**config.mk**
```make
export PLATFORM = sky130hd
export DESIGN_NAME = write_back_arb
export DESIGN_NICKNAME = d
export VERILOG_FILES = /design/src/rtl/wb_pkg.sv /design/src/rtl/wb_ll_fifo.sv /design/src/rtl/write_back_arb.sv
export SDC_FILE = /design/constraint.sdc
export NUM_CORES = 1
export LEC_CHECK = 0
export ABC_CLOCK_PERIOD_IN_PS = 24800
export CORE_MARGIN = 2
export CORE_UTILIZATION = 50
export DETAILED_ROUTE_END_ITERATION = 8
export PLACE_DENSITY_LB_ADDON = 0.05
export RECOVER_POWER = 25
export SLEW_MARGIN = 25
export SYNTH_ARGS = -nofsm -noshare
export SYNTH_HDL_FRONTEND = slang
export SYNTH_SLANG_ARGS = --single-unit
```
**constraint.sdc**
```tcl
create_clock -name clk -period 24.8 [get_ports clk]
set_clock_uncertainty 0.15 [all_clocks]
set_input_delay 2.48 -clock clk [delete_from_list [all_inputs] [get_ports clk]]
set_output_delay 2.48 -clock clk [all_outputs]
set_load 0.05 [all_outputs]
```
**src/rtl/wb_pkg.sv**
```systemverilog
// Shared definitions for the write-back stage: opcode bit indices, load
// encodings, the long-latency queue entry and the load-extension helper.
package wb_pkg;

  localparam int OPI_JAL  = 9;
  localparam int OPI_LOAD = 8;

  // Entry data is sized for the widest supported XLEN.
  localparam int WB_DATA_MAX = 64;

  localparam logic [2:0] F3_LB  = 3'd0;
  localparam logic [2:0] F3_LH  = 3'd1;
  localparam logic [2:0] F3_LW  = 3'd2;
  localparam logic [2:0] F3_LD  = 3'd3;
  localparam logic [2:0] F3_LBU = 3'd4;
  localparam logic [2:0] F3_LHU = 3'd5;
  localparam logic [2:0] F3_LWU = 3'd6;

  typedef struct packed {
    logic [4:0]             rd;
    logic [WB_DATA_MAX-1:0] data;
  } ll_entry_t;

  // Extends at 64 bits; a 32-bit datapath truncates, so ld and lwu collapse to lw.
  function automatic logic [63:0] load_extend(input logic [2:0] funct3,
                                              input logic [63:0] md);
    logic [63:0] r;
    case (funct3)
      F3_LB:   r = {{56{md[7]}}, md[7:0]};
      F3_LH:   r = {{48{md[15]}}, md[15:0]};
      F3_LW:   r = {{32{md[31]}}, md[31:0]};
      F3_LD:   r = md;
      F3_LBU:  r = {56'b0, md[7:0]};
      F3_LHU:  r = {48'b0, md[15:0]};
      F3_LWU:  r = {32'b0, md[31:0]};
      default: r = '0;
    endcase
    return r;
  endfunction

endpackage

```
**src/rtl/wb_ll_fifo.sv**
```systemverilog
// Circular-buffer FIFO holding accepted long-latency results until a free
// write-port slot drains them; wrapping pointers plus an explicit count.
module wb_ll_fifo #(
  parameter  int DEPTH = 4,
  parameter  int W     = 8,
  localparam int PW    = $clog2(DEPTH),
  localparam int CW    = $clog2(DEPTH + 1)
) (
  input  logic          clk,
  input  logic          rst,
  input  logic          enq_i,
  input  logic [W-1:0]  enq_data_i,
  input  logic          deq_i,
  output logic [W-1:0]  head_o,
  output logic [CW-1:0] count_o,
  output logic          full_o,
  output logic          empty_o
);

  logic [W-1:0]  mem_q [DEPTH];
  logic [PW-1:0] wr_ptr_d, wr_ptr_q;
  logic [PW-1:0] rd_ptr_d, rd_ptr_q;
  logic [CW-1:0] count_d, count_q;

  // NOTE: every always_comb output is a plain function of its inputs with no
  // hold path, so no latch can be inferred.
  always_comb begin
    wr_ptr_d = wr_ptr_q + PW'(enq_i);
    rd_ptr_d = rd_ptr_q + PW'(deq_i);
    count_d  = count_q + CW'(enq_i) - CW'(deq_i);
  end

  // NOTE: state registers use non-blocking assignments so every flop samples
  // pre-edge values regardless of process ordering.
  always_ff @(posedge clk) begin
    if (rst) begin
      wr_ptr_q <= '0;
      rd_ptr_q <= '0;
      count_q  <= '0;
    end else begin
      wr_ptr_q <= wr_ptr_d;
      rd_ptr_q <= rd_ptr_d;
      count_q  <= count_d;
    end
  end

  // NOTE: storage is deliberately not reset; count gates every read, so stale
  // contents are never observed and the array maps onto plain RAM/flops.
  always_ff @(posedge clk) begin
    if (enq_i) mem_q[wr_ptr_q] <= enq_data_i;
  end

  assign head_o  = mem_q[rd_ptr_q];
  assign count_o = count_q;
  assign full_o  = (count_q == CW'(DEPTH));
  assign empty_o = (count_q == '0);

endmodule

```
**src/rtl/write_back_arb.sv**
```systemverilog
// Write-back stage: shares one register-file write port between the regW
// pipeline result and queued long-latency results; counts retired instructions.
module write_back_arb
  import wb_pkg::*;
#(
  parameter int XLEN   = 64,
  parameter int DEPTH  = 4,
  parameter int NUM_LL = 2
) (
  input  logic                   clk,
  input  logic                   rst,
  input  logic                   regW_i_valid,
  input  logic [11:0]            regW_i_opcode_info,
  input  logic [2:0]             regW_i_funct3,
  input  logic [XLEN-1:0]        regW_i_alu_result,
  input  logic [XLEN-1:0]        regW_i_memdata,
  input  logic [XLEN-1:0]        regW_i_pc,
  input  logic [4:0]             regW_i_rd,
  input  logic                   regW_i_reg_wen,
  input  logic [NUM_LL-1:0]      ll_i_valid,
  input  logic [NUM_LL*5-1:0]    ll_i_rd,
  input  logic [NUM_LL*XLEN-1:0] ll_i_data,
  output logic [NUM_LL-1:0]      ll_o_ready,
  output logic [4:0]             write_back_o_rd,
  output logic [XLEN-1:0]        write_back_o_data,
  output logic                   write_back_o_reg_wen,
  output logic                   write_back_o_stall,
  output logic [63:0]            write_back_o_instret
);

  localparam int CW = $clog2(DEPTH + 1);

  logic [63:0]     load_ext;
  logic [XLEN-1:0] pipe_data;
  logic            pipe_req;
  ll_entry_t       enq_entry, head_entry;
  logic            enq, deq;
  logic [CW-1:0]   fifo_count;
  logic            fifo_full, fifo_empty;
  logic [4:0]      acc_rd;
  logic [XLEN-1:0] acc_data;
  logic [63:0]     instret_d, instret_q;

  always_comb begin
    load_ext  = load_extend(regW_i_funct3, 64'(regW_i_memdata));
    pipe_data = regW_i_alu_result;
    if (regW_i_opcode_info[OPI_JAL])       pipe_data = regW_i_pc + XLEN'(4);
    else if (regW_i_opcode_info[OPI_LOAD]) pipe_data = load_ext[XLEN-1:0];
  end

  assign pipe_req = regW_i_valid & regW_i_reg_wen & (regW_i_rd != 5'd0);

  // A full queue owns the port and holds regW until a slot frees.
  always_comb begin
    write_back_o_stall   = 1'b0;
    write_back_o_reg_wen = 1'b0;
    write_back_o_rd      = '0;
    write_back_o_data    = '0;
    deq                  = 1'b0;
    if (!rst) begin
      if (fifo_full || (!pipe_req && !fifo_empty)) begin
        write_back_o_stall   = fifo_full;
        write_back_o_reg_wen = 1'b1;
        write_back_o_rd      = head_entry.rd;
        write_back_o_data    = XLEN'(head_entry.data);
        deq                  = 1'b1;
      end else if (pipe_req) begin
        write_back_o_reg_wen = 1'b1;
        write_back_o_rd      = regW_i_rd;
        write_back_o_data    = pipe_data;
      end
    end
  end

  // Lowest set valid bit wins; ready looks only at the registered count.
  always_comb begin
    ll_o_ready = '0;
    acc_rd     = '0;
    acc_data   = '0;
    if (!rst && fifo_count != CW'(DEPTH))
      ll_o_ready = ll_i_valid & (~ll_i_valid + NUM_LL'(1));
    for (int k = 0; k < NUM_LL; k++) begin
      if (ll_o_ready[k]) begin
        acc_rd   = ll_i_rd[5*k +: 5];
        acc_data = ll_i_data[XLEN*k +: XLEN];
      end
    end
    enq            = (|ll_o_ready) && (acc_rd != 5'd0);
    enq_entry.rd   = acc_rd;
    enq_entry.data = WB_DATA_MAX'(acc_data);
  end

  wb_ll_fifo #(
    .DEPTH (DEPTH),
    .W     ($bits(ll_entry_t))
  ) u_fifo (
    .clk        (clk),
    .rst        (rst),
    .enq_i      (enq),
    .enq_data_i (enq_entry),
    .deq_i      (deq),
    .head_o     (head_entry),
    .count_o    (fifo_count),
    .full_o     (fifo_full),
    .empty_o    (fifo_empty)
  );

  always_comb instret_d = instret_q + 64'(regW_i_valid & ~write_back_o_stall);

  always_ff @(posedge clk) begin
    if (rst) instret_q <= '0;
    else     instret_q <= instret_d;
  end

  assign write_back_o_instret = instret_q;

endmodule

```
Word level (Yosys, flattened, before mapping):

Memory sizes are Yosys's and may differ from the RTL's. A register that Yosys moved wholly into a read port is not among the register bits.
Cells that the tools add are included.

* flip-flop bits (word level): 71
* RAM bits: 276
* bits of input ports: 356
* output and inout port bits: 137
* word-level logic and storage cells: 62
* memories kept: 1

Memory list
* u_fifo.mem_q: depth 4, bits a word 69, read ports 1, clocked after Yosys merged registers in 1, write ports 1, RTL line wb_ll_fifo.sv:20 `logic [W-1:0] mem_q [DEPTH];`

* add/subtract/negate cells: 7
* eq/ne operators: 8
* mux-type cells: 24
* bitwise gates (word level): 6
* reductions and logical operators: 12

Operators with widths (count)
* two-way mux 64 bit: 7
* one-hot mux 64 bit (7 select lines): 1
* adder 64 x 3 -> 64 bit, second input constant: 1
* adder 64 bit: 1
* AND 1 x 64 -> 64 bit: 1
* inverter 1 -> 64 bit: 1
* two-way mux 5 bit: 5
* equality test 3 bit, second input constant: 4
* nonzero test 5 bit: 2
* two-way mux 1 bit: 9
* equality test 3 x 2 -> 1 bit, second input constant: 2
* logical NOT 3 bit: 2
* adder 2 x 1 -> 2 bit: 2
* two-way mux 2 bit: 2
* adder 3 x 1 -> 3 bit: 1
* equality test 3 x 1 -> 1 bit, second input constant: 1
* logical AND 1 bit: 3
* logical NOT 1 bit: 3
* inequality test 3 bit, second input constant: 1
* subtractor 3 x 1 -> 3 bit: 1
* adder 2 x 1 -> 2 bit, second input constant: 1
* AND 1 bit: 2
* AND 2 bit: 1
* inverter 2 bit: 1
* other kinds (2): 2

Depth between registers and ports, before layout:

* depth after elaboration: 10
* depth in mapped cells: 15
* mapped depth without buffers: 12

Cells and area by module:

Synthesis repeated with hierarchy kept, for this count alone.

* cells, all modules: 1423
* area total of the unflattened synthesis: 17550.6 µm²

By module, submodules not included
* wb_ll_fifo: instances 1, cells each 394, area each 10298.6 µm², sequential area each 8428.1 µm²
* write_back_arb: instances 1, cells each 1029, area each 7252.0 µm², sequential area each 1281.2 µm²

Worst setup path after synthesis:

Ideal clock, no wire load.

* path kind: input port to flip-flop
* start point: input rst
* end point: memory u_fifo.mem_q[1][0] in the netlist's numbering, enable pin
* library setup time: 0.595 ns
* arrival: 8.732 ns
* data required time: 24.055 ns
* slack: 15.323 ns
* cell stages on the path: 6
* path buffers: 1
* cell sequence: clkbuf_1 -> nor3b_1 -> a22o_1 -> nor3_1 -> nor3b_1 -> nor3b_1

* cells in the longest elaborated chain, start to end: 9
* elaborated cells on any way between the ends: 10
* those cells by class: mux (5); reduce/logical (5)

RTL lines
* start: declaration: RTL line write_back_arb.sv:11 `input logic rst,`
* logical NOT 1 bit (*): RTL line write_back_arb.sv:80 `if (!rst && fifo_count != CW'(DEPTH))`
* logical AND 1 bit (*): RTL line write_back_arb.sv:80
* two-way mux 2 bit (*): RTL line write_back_arb.sv:80
* two-way mux 5 bit: RTL line write_back_arb.sv:83 `if (ll_o_ready[k]) begin`
* two-way mux 5 bit (*): RTL line write_back_arb.sv:83
* via acc_rd[1]: RTL line write_back_arb.sv:40 `logic [4:0] acc_rd;`
* nonzero test 5 bit (*): RTL line write_back_arb.sv:88 `enq = (|ll_o_ready) && (acc_rd != 5'd0);`
* logical AND 1 bit (*): RTL line write_back_arb.sv:88
* two-way mux 1 bit (*): RTL line wb_ll_fifo.sv:50 `if (enq_i) mem_q[wr_ptr_q] <= enq_data_i;`
* two-way mux 1 bit (not written as such) (*): RTL line wb_ll_fifo.sv:50
* end: declaration: RTL line wb_ll_fifo.sv:20

Mark *: on every way through the listed nets, which the timed path passes. The rest lies on a longest branch.

Worst setup path after layout:

* start point: input rst
* end point: output write_back_o_data[15]

* cells in the longest elaborated chain, start to end: 1

RTL lines
* two-way mux 64 bit: RTL line write_back_arb.sv:60 `if (!rst) begin`
* end: declaration: RTL line write_back_arb.sv:25 `output logic [XLEN-1:0] write_back_o_data,`

Every way passes these cells.

==> impl_metrics.toml <==
[critical_path]
path_class = "in2out"
crit_fanout = 83
cp.required_ps = 22170
slowest_stage = "clkbuf_1"
path_delay_family = "buffers and inverters"
path_cells = "buf_2, clkbuf_1, nor3_2, buf_4, nand2_1, o21ai_0, clkdlybuf4s50_1"
arrival_ps = 7520
cp-end-kind = "output pin"
crit_buf_inv = 4
critical-path-max-stage-delay_ps = 2680
startpoint_type = "primary input"

[route]
wl_met2_mm = 28.17
drc = 0
wl_per_cell_um = 24.21
num_vias = 14590
drt_iter0_drc = 1258
final_antenna_net_count = 0
drt-met1-wl_mm = 22.28
route.top_layer_used = "met5"
viasPerCell = 6.075
drt_pass1_iterations = 6
dr_wl_met3_mm = 6.064
drt_wl_total_mm = 58.14

[cells_and_area]
post-route-util_pct = 69.30
drive_above_1_share_pct = 9.871
synthToLayoutAreaGrowth_pct = 36.14
fin_nets = 2272

[sta]
finalSetupTns_ps = 0
setup_ws_ps = 14650
slew_violations = 154
min_period_over_period_pct = 40.91
final_hold_viol_count = 0
min_period_ps = 10150
hold_ws_ps = 337.2
fmax_mhz = 98.56
rsz0062_at_grt = "false"
setup_viol = 0
relSlewSlack_pct = -156.5
tightestPinTransition_ps = 3848

[clock_network]
cts_hold_buf = 0
clock_sinks = 347
cts_tree = "done"
htreeDepth = 2
cts_buffer_depth = 3
root_buffer = "clkbuf_16"
post_cts_buffers = 0
clock_latency_ps = 520
cts_inserted_buffers = 37
path_clk_slew_ps = 50
cts_resized = 0

[floorplanning]
dieWidth_um = 192.0
initial_core_util_pct = 50.90
dieArea_mm2 = 0.03686
design.portCount = 493
die_h_um = 192.0
rows = 68
core_area_mm2 = 0.03471

[logic_synthesis]
synth_edf_count = 276
async_reset_ff_share_pct = 0
synth_top_area_cell = "edfxtp_1"
yosysSeqAreaShare_pct = 54.95
ys.flop_type = "edfxtp_1"
syn_nets = 1824
yosysWarnings = 0
synth.cell_area_mm2 = 0.01767
synthTopCellsByArea = "edfxtp_1, mux4_2, dfxtp_1"
syn_area_per_cell_um2 = 12.10
synth.most_common_cell = "edfxtp_1"
syn_inst = 1460
ys_ff_latch = 347
yosys-top-cells-count = "edfxtp_1, nand2_1, a21oi_1"
ys_types = 67
synth_top_area_share_pct = 46.90

[run_status]
violations = "capacitance limit, slew limit"
status = "finished, violations left"

[global_routing]
grt_max_degree = 84
antenna_found_initial = 9
overflow = 0
grt.total_usage_pct = 30.82
grt_pass1_wl_mm = 84.08
grt_pass1_vias = 13930

[power]
power.density_mw_per_mm2 = 77.86
power_mw = 1.873
ir_worst_vdd_uv = 52.54
p_leak_nw = 8.034

[placed_design]
dp_hpwl_mm = 41.75
dpl_worst_slack_ps = 15790
port_buffers = 482
gp_congestion = 0.8959

[hold_path]
min_path_type = "reg2reg"

[flow_run]
maxCapViolations = 2
path summary, 6_finish.rpt:
check	from	to	slack, ps	depth (start not counted)
setup / recovery	rst	write_back_o_data[15]	14650	7
setup reg to reg	u_fifo.count_o[1]$_SDFF_PP0_	u_fifo.mem_q[3][10]$_DFFE_PP_	18580	9
hold reg to reg	write_back_o_instret[63]$_SDFF_PP0_	write_back_o_instret[63]$_SDFF_PP0_	340	2
hold / removal	write_back_o_instret[63]$_SDFF_PP0_	write_back_o_instret[63]$_SDFF_PP0_	340	2
worst register-to-register path, cell delays in order, from the launching register on:
cell and delay (ps):
dfxtp_1 420, nor3b_1 180, nor3b_1 590, clkbuf_1 2440
a22o_1 520, nor3_1 90, nor3b_1 170, buf_4 180
nor2_4 480, buf_4 620
registers in the layout, indices dropped and copies added, names as in the netlist:
name,cells
u_fifo.count_o,3
write_back_o_instret,64
u_fifo.mem_q,276
u_fifo.wr_ptr_q,2
u_fifo.rd_ptr_q,2
cell type report:
cell class                      count  area [um2]
Antenna cell                       11       27.53
Clock buffer                       48       967.2
Clock inverter                     18       153.9
Fill cell                        2607       10660
Inverter                           17       63.81
Multi-Input combinational cell    993        7500
Sequential cell                   347        9717
Tap cell                          455       569.3
Timing Repair Buffer              512        5059
metal layers:
| metal | global-route usage (%) | up-vias |
|---|---|---|
| met5 | 0 | - |
| met4 | 9.924 | 2 |
| met3 | 7.254 | 88 |
| met2 | 51.82 | 784 |
| met1 | 39.58 | 7117 |
| li1 | - | 6594 |
placed cells by master, fill, tap and decap left out, types with 4 or more instances in the layout:
cell type,count
a211o_1,14
a211oi_1,6
a21o_1,13
a21oi_1,100
a221oi_1,8
a22o_1,78
a22oi_1,17
a31o_2,12
a32o_1,6
and2_1,19
and3_1,26
and4_1,17
buf_4,27
clkbuf_1,13
clkbuf_16,37
clkdlybuf4s50_1,453
clkinv_1,10
dfxtp_1,69
diode_2,11
dlygate4sd3_1,27
edfxtp_1,276
ha_1,7
inv_1,15
mux2i_1,4
mux4_2,69
nand2_1,102
nand3_1,53
nand3b_1,5
nand4_1,37
nor2_1,91
nor2b_1,8
nor3_1,27
nor3b_1,5
nor4_1,16
o21ai_0,71
o2bb2ai_1,17
or3_1,11
or4_1,6
xnor2_1,56
xor2_1,41
where the power goes:
group          switching [mW]  internal, mW
clock network           0.221         0.298
registers              0.0305         0.736
logic                   0.343         0.244
cells by family (layout without fill, tap and decap cells):
kind of cell | after synthesis | count (layout) | synth area share, %
buffers and inverters | 120 | 595 | 2.938
AO/OA/AOI/OAI | 363 | 363 | 14.06
XOR/XNOR | 97 | 97 | 4.808
adder cells (fa/ha/maj) | 8 | 8 | 0.6089
flip-flops | 347 | 347 | 54.95
AND/OR/NAND/NOR | 450 | 450 | 13.49
other | 0 | 11 | 0
multiplexers | 75 | 75 | 9.148
metrics by stage:
step	cells	area (um2)
6_report	2401	24060
5_1_grt	2397	24050
4_1_cts	2389	24020
3_5_place_dp	2323	22890
3_3_place_gp	2323	22890
2_1_floorplan	1460	17670
Note: power is estimated with default switching activity, not from simulation.
